`src/rtl/mem_ctrl_pkg.sv`:
```
// rtl/mem_ctrl_pkg.sv - shared state, source encodings and defaults for the memory access sequencer
package mem_ctrl_pkg;

  typedef enum logic [2:0] {
    IDLE,
    ADDR,
    ACCESS,
    XFER,
    RESP
  } state_t;

  localparam logic SRC_IF = 1'b0;
  localparam logic SRC_LS = 1'b1;

  localparam int WAIT_CYCLES_DEF = 1;

endpackage

```
`src/rtl/mem_arbiter.sv`:
```
// rtl/mem_arbiter.sv - two-requester picker (IF/LS); MEM_RR_ARB_EN selects round-robin over fixed LS priority
module mem_arbiter
  import mem_ctrl_pkg::*;
(
`ifdef MEM_RR_ARB_EN
  input  logic clock,
  input  logic clear,
  input  logic grant_en,
`endif
  input  logic if_req,
  input  logic ls_req,
  output logic any_req,
  output logic grant_src
);

  assign any_req = if_req | ls_req;

`ifdef MEM_RR_ARB_EN
  logic last_grant;

  // Starts at LS so the very first contention goes to IF.
  always_ff @(posedge clock or posedge clear) begin
    if (clear) begin
      last_grant <= SRC_LS;
    end else if (grant_en) begin
      last_grant <= grant_src;
    end
  end

  always_comb begin
    grant_src = SRC_IF;
    if (if_req && ls_req) begin
      grant_src = (last_grant == SRC_LS) ? SRC_IF : SRC_LS;
    end else if (ls_req) begin
      grant_src = SRC_LS;
    end
  end
`else
  always_comb begin
    grant_src = ls_req ? SRC_LS : SRC_IF;
  end
`endif

endmodule

```
`src/rtl/mem_access_ctrl.sv`:
```
// rtl/mem_access_ctrl.sv - MAR/MDR/RAM access sequencer shared by fetch and load/store; MEM_RR_ARB_EN enables round-robin
module mem_access_ctrl
  import mem_ctrl_pkg::*;
#(
  parameter int WAIT_CYCLES = WAIT_CYCLES_DEF,
  parameter int CNT_W       = 4
) (
  input  logic clock,
  input  logic clear,
  input  logic if_req,
  output logic if_ack,
  input  logic ls_req,
  input  logic ls_we,
  output logic ls_ack,
  output logic PCout,
  output logic EAout,
  output logic MARin,
  output logic mem_read,
  output logic mem_write,
  output logic MDRin,
  output logic mdr_read,
  output logic busy
);

  localparam logic [CNT_W-1:0] CNT_LOAD = CNT_W'(WAIT_CYCLES);
  localparam logic [CNT_W-1:0] CNT_ONE  = CNT_W'(1);

  state_t           state, state_n;
  logic [CNT_W-1:0] cnt, cnt_n;
  logic             src, src_n;
  logic             we, we_n;
  logic             any_req, grant_src, grant_en;

  mem_arbiter u_arb (
`ifdef MEM_RR_ARB_EN
    .clock    (clock),
    .clear    (clear),
    .grant_en (grant_en),
`endif
    .if_req   (if_req),
    .ls_req   (ls_req),
    .any_req  (any_req),
    .grant_src(grant_src)
  );

  always_ff @(posedge clock or posedge clear) begin
    if (clear) begin
      state <= IDLE;
      cnt   <= '0;
      src   <= SRC_IF;
      we    <= 1'b0;
    end else begin
      state <= state_n;
      cnt   <= cnt_n;
      src   <= src_n;
      we    <= we_n;
    end
  end

  // Outputs depend only on registered state/src/we; inputs feed next-state only.
  always_comb begin
    state_n   = state;
    cnt_n     = cnt;
    src_n     = src;
    we_n      = we;
    grant_en  = 1'b0;
    if_ack    = 1'b0;
    ls_ack    = 1'b0;
    PCout     = 1'b0;
    EAout     = 1'b0;
    MARin     = 1'b0;
    mem_read  = 1'b0;
    mem_write = 1'b0;
    MDRin     = 1'b0;
    mdr_read  = 1'b0;
    busy      = (state != IDLE);

    case (state)
      IDLE: begin
        if (any_req) begin
          grant_en = 1'b1;
          src_n    = grant_src;
          we_n     = (grant_src == SRC_LS) && ls_we;
          state_n  = ADDR;
        end
      end
      ADDR: begin
        MARin   = 1'b1;
        PCout   = (src == SRC_IF);
        EAout   = (src == SRC_LS);
        cnt_n   = CNT_LOAD;
        state_n = (WAIT_CYCLES == 0) ? XFER : ACCESS;
      end
      ACCESS: begin
        mem_read  = ~we;
        mem_write = we;
        cnt_n     = cnt - CNT_ONE;
        if (cnt == CNT_ONE) begin
          state_n = XFER;
        end
      end
      XFER: begin
        mem_read  = ~we;
        mem_write = we;
        MDRin     = ~we;
        mdr_read  = ~we;
        state_n   = RESP;
      end
      RESP: begin
        if_ack  = (src == SRC_IF);
        ls_ack  = (src == SRC_LS);
        state_n = IDLE;
      end
      default: begin
        state_n = IDLE;
      end
    endcase
  end

endmodule

```
`config.mk`:
```
export PLATFORM = sky130hd
export DESIGN_NAME = mem_access_ctrl
export DESIGN_NICKNAME = d
export VERILOG_FILES = /design/src/rtl/mem_ctrl_pkg.sv /design/src/rtl/mem_arbiter.sv /design/src/rtl/mem_access_ctrl.sv
export SDC_FILE = /design/constraint.sdc
export NUM_CORES = 1
export LEC_CHECK = 0
export ABC_AREA = 1
export CAP_MARGIN = 20
export CELL_PAD_IN_SITES_DETAIL_PLACEMENT = 1
export CELL_PAD_IN_SITES_GLOBAL_PLACEMENT = 1
export CORE_MARGIN = 10
export CORE_UTILIZATION = 33
export DETAILED_ROUTE_END_ITERATION = 8
export PLACE_DENSITY_LB_ADDON = 0.08
export SLEW_MARGIN = 20
export SYNTH_ARGS = -nofsm -noshare
export SYNTH_HDL_FRONTEND = slang
export SYNTH_SLANG_ARGS = --single-unit
```
`constraint.sdc`:
```
create_clock -name clock -period 2.2 [get_ports clock]
set_input_delay 0.66 -clock clock [delete_from_list [all_inputs] [get_ports clock]]
set_output_delay 0.66 -clock clock [all_outputs]
set_load 0.02 [all_outputs]
```
# Word level (Yosys, flattened, before mapping)

Index checks and enable logic that the tools add are counted.

Flip-flop bits (word level): 9
Input bits: 5
Output and inout bits: 10
Logic and storage cells: 35

Add/sub/neg operators: 1
Equal/unequal tests: 7
Muxes and demuxes: 13
Bitwise operators: 3
Reductions and logical operators: 7

Operators by type and width:

| kind                | number |
|---|---|
| $pmux 3 s4          | 1 |
| $mux 1              | 9 |
| $pmux 4 s2          | 1 |
| $eq 3x2->1 const B  | 2 |
| $mux 3              | 2 |
| $eq 4x1->1 const B  | 1 |
| $ne 2x2->1 const B  | 2 |
| $reduce_and 2->1    | 2 |
| $sub 4x1->4 const B | 1 |
| $eq 3x1->1 const B  | 1 |
| $eq 3x3->1 const B  | 1 |
| $logic_not 3->1     | 1 |
| $reduce_bool 3->1   | 1 |
| $not 1->1           | 2 |
| $reduce_bool 2->1   | 1 |
| $reduce_or 2->1     | 1 |
| $logic_and 1x1->1   | 1 |
| $or 1x1->1          | 1 |

# Logic depth before layout (Yosys ltp)

Gate-level depths: netlist of run 1.

Depth after elaboration: 3
Depth in mapped cells: 6

# Hierarchy

From an unflattened synthesis of run 1, not the netlist that was laid out.

Cells, all modules: 74
Area total of the unflattened synthesis: 535.5 µm²

By module, submodules not included:

| module          | instances | cells each | area each (µm²) | sequential area each (µm²) |
|---|---|---|---|---|
| mem_access_ctrl | 1         | 70         | 516.7           | 225.2 |
| mem_arbiter     | 1         | 4          | 18.8            | 0.0 |

# Worst setup path after synthesis of run 1

Ideal clock, no wire load.

Kind: flip-flop to output port
Start point: register state[2]
End point: output port mdr_read
Arrival time: 1.142 ns
Setup slack: 0.398 ns
Cell stages (with the launch flop): 5
Path buffers: 1
Cell sequence: dfrtp_1 -> inv_2 -> nand3_1 -> nor2_1 -> buf_4

Longest elaborated chain between the ends: 2

Ends and longest elaborated chain:

| element                  | RTL line              | source |
|---|---|---|
| start: declaration       | mem_access_ctrl.sv:28 | `state_t state, state_n;` |
| start signal: assignment | mem_access_ctrl.sv:53 | `state <= state_n;` |
| $eq 3x2->1               | --                    |  |
| $mux 1                   | --                    |  |
| end: declaration         | mem_access_ctrl.sv:21 | `output logic mdr_read,` |

Every way passes these cells.

# Final worst setup path of run 1

Start point: register state[0]
End point: output port busy

Longest elaborated chain between the ends: 1

Ends and longest elaborated chain:

| element           | RTL line              | source |
|---|---|---|
| $reduce_bool 3->1 | mem_access_ctrl.sv:76 | `busy = (state != IDLE);` |
| end: declaration  | mem_access_ctrl.sv:22 | `output logic busy` |

Every way passes these cells.

==> metrics.txt, run 1 <==
Clock power frac=12.5%; antenna violations before repair=0; post-detail-place hpwl=1010 µm; met2 Use GR=10.5%; met1 Usage GRT=9.27%; RSZ-0062 raised after global routing=yes; TritonCTS Buffers=3; Hold Path Class=reg -> reg; top-area cell type share of the netlist area=43.5%; CP max FO=5; CP startpoint kind=register; R2R Path Start=state[0]$_DFFE_PP0P_; post-synthesis net count=80; Syn Area/Cell=7.10 µm²; final slew viol count=0; gpl congestion=0.795; gr usage total=7.58%; sequential area share after synthesis=43.5%; root buffer cell=clkbuf_4; area grow syn2layout=31.4%; CP max stage delay=420 ps; reg2reg setup slack=1080 ps; post-synthesis cell area=518 µm²; most frequent cells in the layout=21 x nand2_1, 14 x inv_1, 10 x nor2_1; Hold Path End=cnt[1]$_DFFE_PP0P_; Crit-path slowest cell=dfrtp_1; Area contributors post-synth=dfrtp_1 43%, nand2_1 15%, inv_1 10%; met3 Use GR=5.79%; deepest clock path buffer count=2; Worst-Skew Late Latency=260 ps; Setup WS post-layout=103 ps; GR Overflow Total=0; clock skew=2.78 ps; number of diodes=0; core area=1490 µm²; final wirelength=1220 µm; starting density of the core=34.8%; register bit total from synthesis=9; synth warn=0; CP delay by family, top=buffers and inverters; Leak=0.396 nW; most frequent CP cell=inv_1; Final min period=2100 ps; ANT nets after route=0; Post-CTS Setup Bufs=0; Final Hold Viols=0; sw power=0.509 mW; vias in the first global route=478; Hold Startpoint=cnt[1]$_DFFE_PP0P_; Post-CTS Hold Buffers=0; drt drc=0; combinational share of power=56.5%; Die W=59.6 µm; Setup CP Type=reg -> out; first-pass GRT wire length=2090 µm; Initial DRT Pass Iterations=4; CTS tree=done; Final setup viols=0; worst-path cell chain=inv_1 > nand2_1 > nor2_2 > inv_1 > dlygate4sd2_1; Sw Share=49.4%; status=finished, final reports clean; worst r2r dst=we$_DFFE_PP0P_; pre-CTS setup slack=92.5 ps; share of layout cells above drive strength 1=13.2%; Mapped Cells=73; clock slew at reported path FFs=70 ps; IO buf count=14; most common cell after layout, fill and taps aside=nand2_1; Int Power=0.522 mW; clock sink count=9; layout net count=99; crit share post-route=95.3%; Max Cap Viol=0; routed via count=499; final non-filler cell total=107; Via density=4.66; Cell Pwr Density=1520 nW/µm²; Worst VDD drop=773 µV; I/O pins=15; Die H=59.6 µm; worst r2r path cells=6; f_max=477 MHz; largest net degree at the start of global routing=10; number of DRC markers in iteration 0=11; area leader, netlist=dfrtp_1; CP Buf/Inv Count=3; # rows=14; Worst slew margin=75.2%; busiest layer in global routing=met2; total power draw=1.03 mW; crit end category=output port; Avg WL per Cell=11.4 µm; hold slack=482 ps; post-synthesis cell type count=15; Worst Path Required=1540 ps; part of the power in registers=31.0%; dpl cells=103; WHS Path Cells=2; H-tree Lvls=1; Crit path arrival time=1440 ps; die area=3550 µm²; Worst Tran Pin Value=372 ps
## cell usage after synthesis
cell type and number:
a21boi_0 1, a21oi_1 1, buf_4 1, dfrtp_1 9, ha_1 2, inv_1 14, inv_2 1, nand2_1 21
nand3_1 7, nand3_2 1, nor2_1 10, nor2_2 1, o21ai_0 2, o21ai_1 1, xnor2_1 1
## final cells by class
| type | instances | area [µm²] |
|---|---|---|
| Inverter | 15 | 56.3 |
| Timing Repair Buffer | 15 | 123 |
| Tap cell | 16 | 20.0 |
| Fill cell | 197 | 808 |
| Clock inverter | 1 | 5.00 |
| Clock buffer | 3 | 22.5 |
| Multi-Input combinational cell | 48 | 229 |
| Sequential cell | 9 | 225 |
## through the flow
stage                     utilization, %  instance area, µm²  setup TNS (ps)
final                               45.7                 681               0
after global routing                45.7                 681           -12.5
after CTS                           46.6                 693               0
after detailed placement            45.5                 678               0
after global placement              45.5                 678               0
after floorplan                        -                 518               0
## worst reg2reg max path: cells and delay by family (launching register included)
family        cells  cell delay (ps)
buf+inv           1              130
flops             1              420
simple gates      5              470
## cell families after synthesis
logic type / after synthesis / share of synthesized area (%)
flops: 9 / 43.5
xor+xnor: 1 / 1.69
compound gates: 5 / 5.31
buf+inv: 16 / 12.3
simple gates: 40 / 32.4
fa+ha+maj: 2 / 4.83
## how the worst max path moves through the flow
stage / slack, ps / from / cells after the start / end
floorplan: 400 / state[2]$_DFFE_PP0P_ / 4 / mdr_read
global placement: 90 / state[2]$_DFFE_PP0P_ / 4 / mem_write
detailed placement: 90 / state[2]$_DFFE_PP0P_ / 4 / mem_write
CTS: 70 / state[2]$_DFFE_PP0P_ / 4 / mem_write
global route: -10 / state[0]$_DFFE_PP0P_ / 5 / busy
finish: 100 / state[0]$_DFFE_PP0P_ / 5 / busy
## flip-flops by register name, summed over array words and instances (netlist names)
register and count:
state 3, we 1, src 1, cnt 4
## per-layer routing
layer	up-vias	share of wire, %
met5	-	0
met4	0	0.82
met3	2	11
met2	13	46
met1	231	42
li1	253	-
## power groups by stage
stage,sequential [mW],combinational [mW],clock (mW)
6_report,0.320,0.583,0.129
5_1_grt,0.336,0.677,0.143
4_1_cts,0.320,0.603,0.135
3_5_place_dp,0.323,0.656,0
3_3_place_gp,0.319,0.653,0
2_1_floorplan,0.305,0.422,0
## repair_timing
action / in CTS / in global routing
pin swaps: 0 / 0
resized for setup: 10 / 11
endpoints found under the setup margin: 10 / 7
(Power assumes the default switching activity.)
==> run 2: changes to the inputs <==
--- a/config.mk
+++ b/config.mk
@@ -6,7 +6,6 @@
 export NUM_CORES = 1
 export LEC_CHECK = 0
 export ABC_AREA = 1
-export CAP_MARGIN = 20
 export CELL_PAD_IN_SITES_DETAIL_PLACEMENT = 1
 export CELL_PAD_IN_SITES_GLOBAL_PLACEMENT = 1
 export CORE_MARGIN = 10
==> results of run 2 <==
Final layout, timing and power as in run 1 (identical DEF).
==> run 3: changes to the inputs <==
--- a/config.mk
+++ b/config.mk
@@ -10,6 +10,7 @@
 export CELL_PAD_IN_SITES_GLOBAL_PLACEMENT = 1
 export CORE_MARGIN = 10
 export CORE_UTILIZATION = 33
+export CTS_CLUSTER_DIAMETER = 150
 export DETAILED_ROUTE_END_ITERATION = 8
 export PLACE_DENSITY_LB_ADDON = 0.08
 export SLEW_MARGIN = 20
==> results of run 3 <==
Final layout, timing and power as in run 1 (identical DEF).
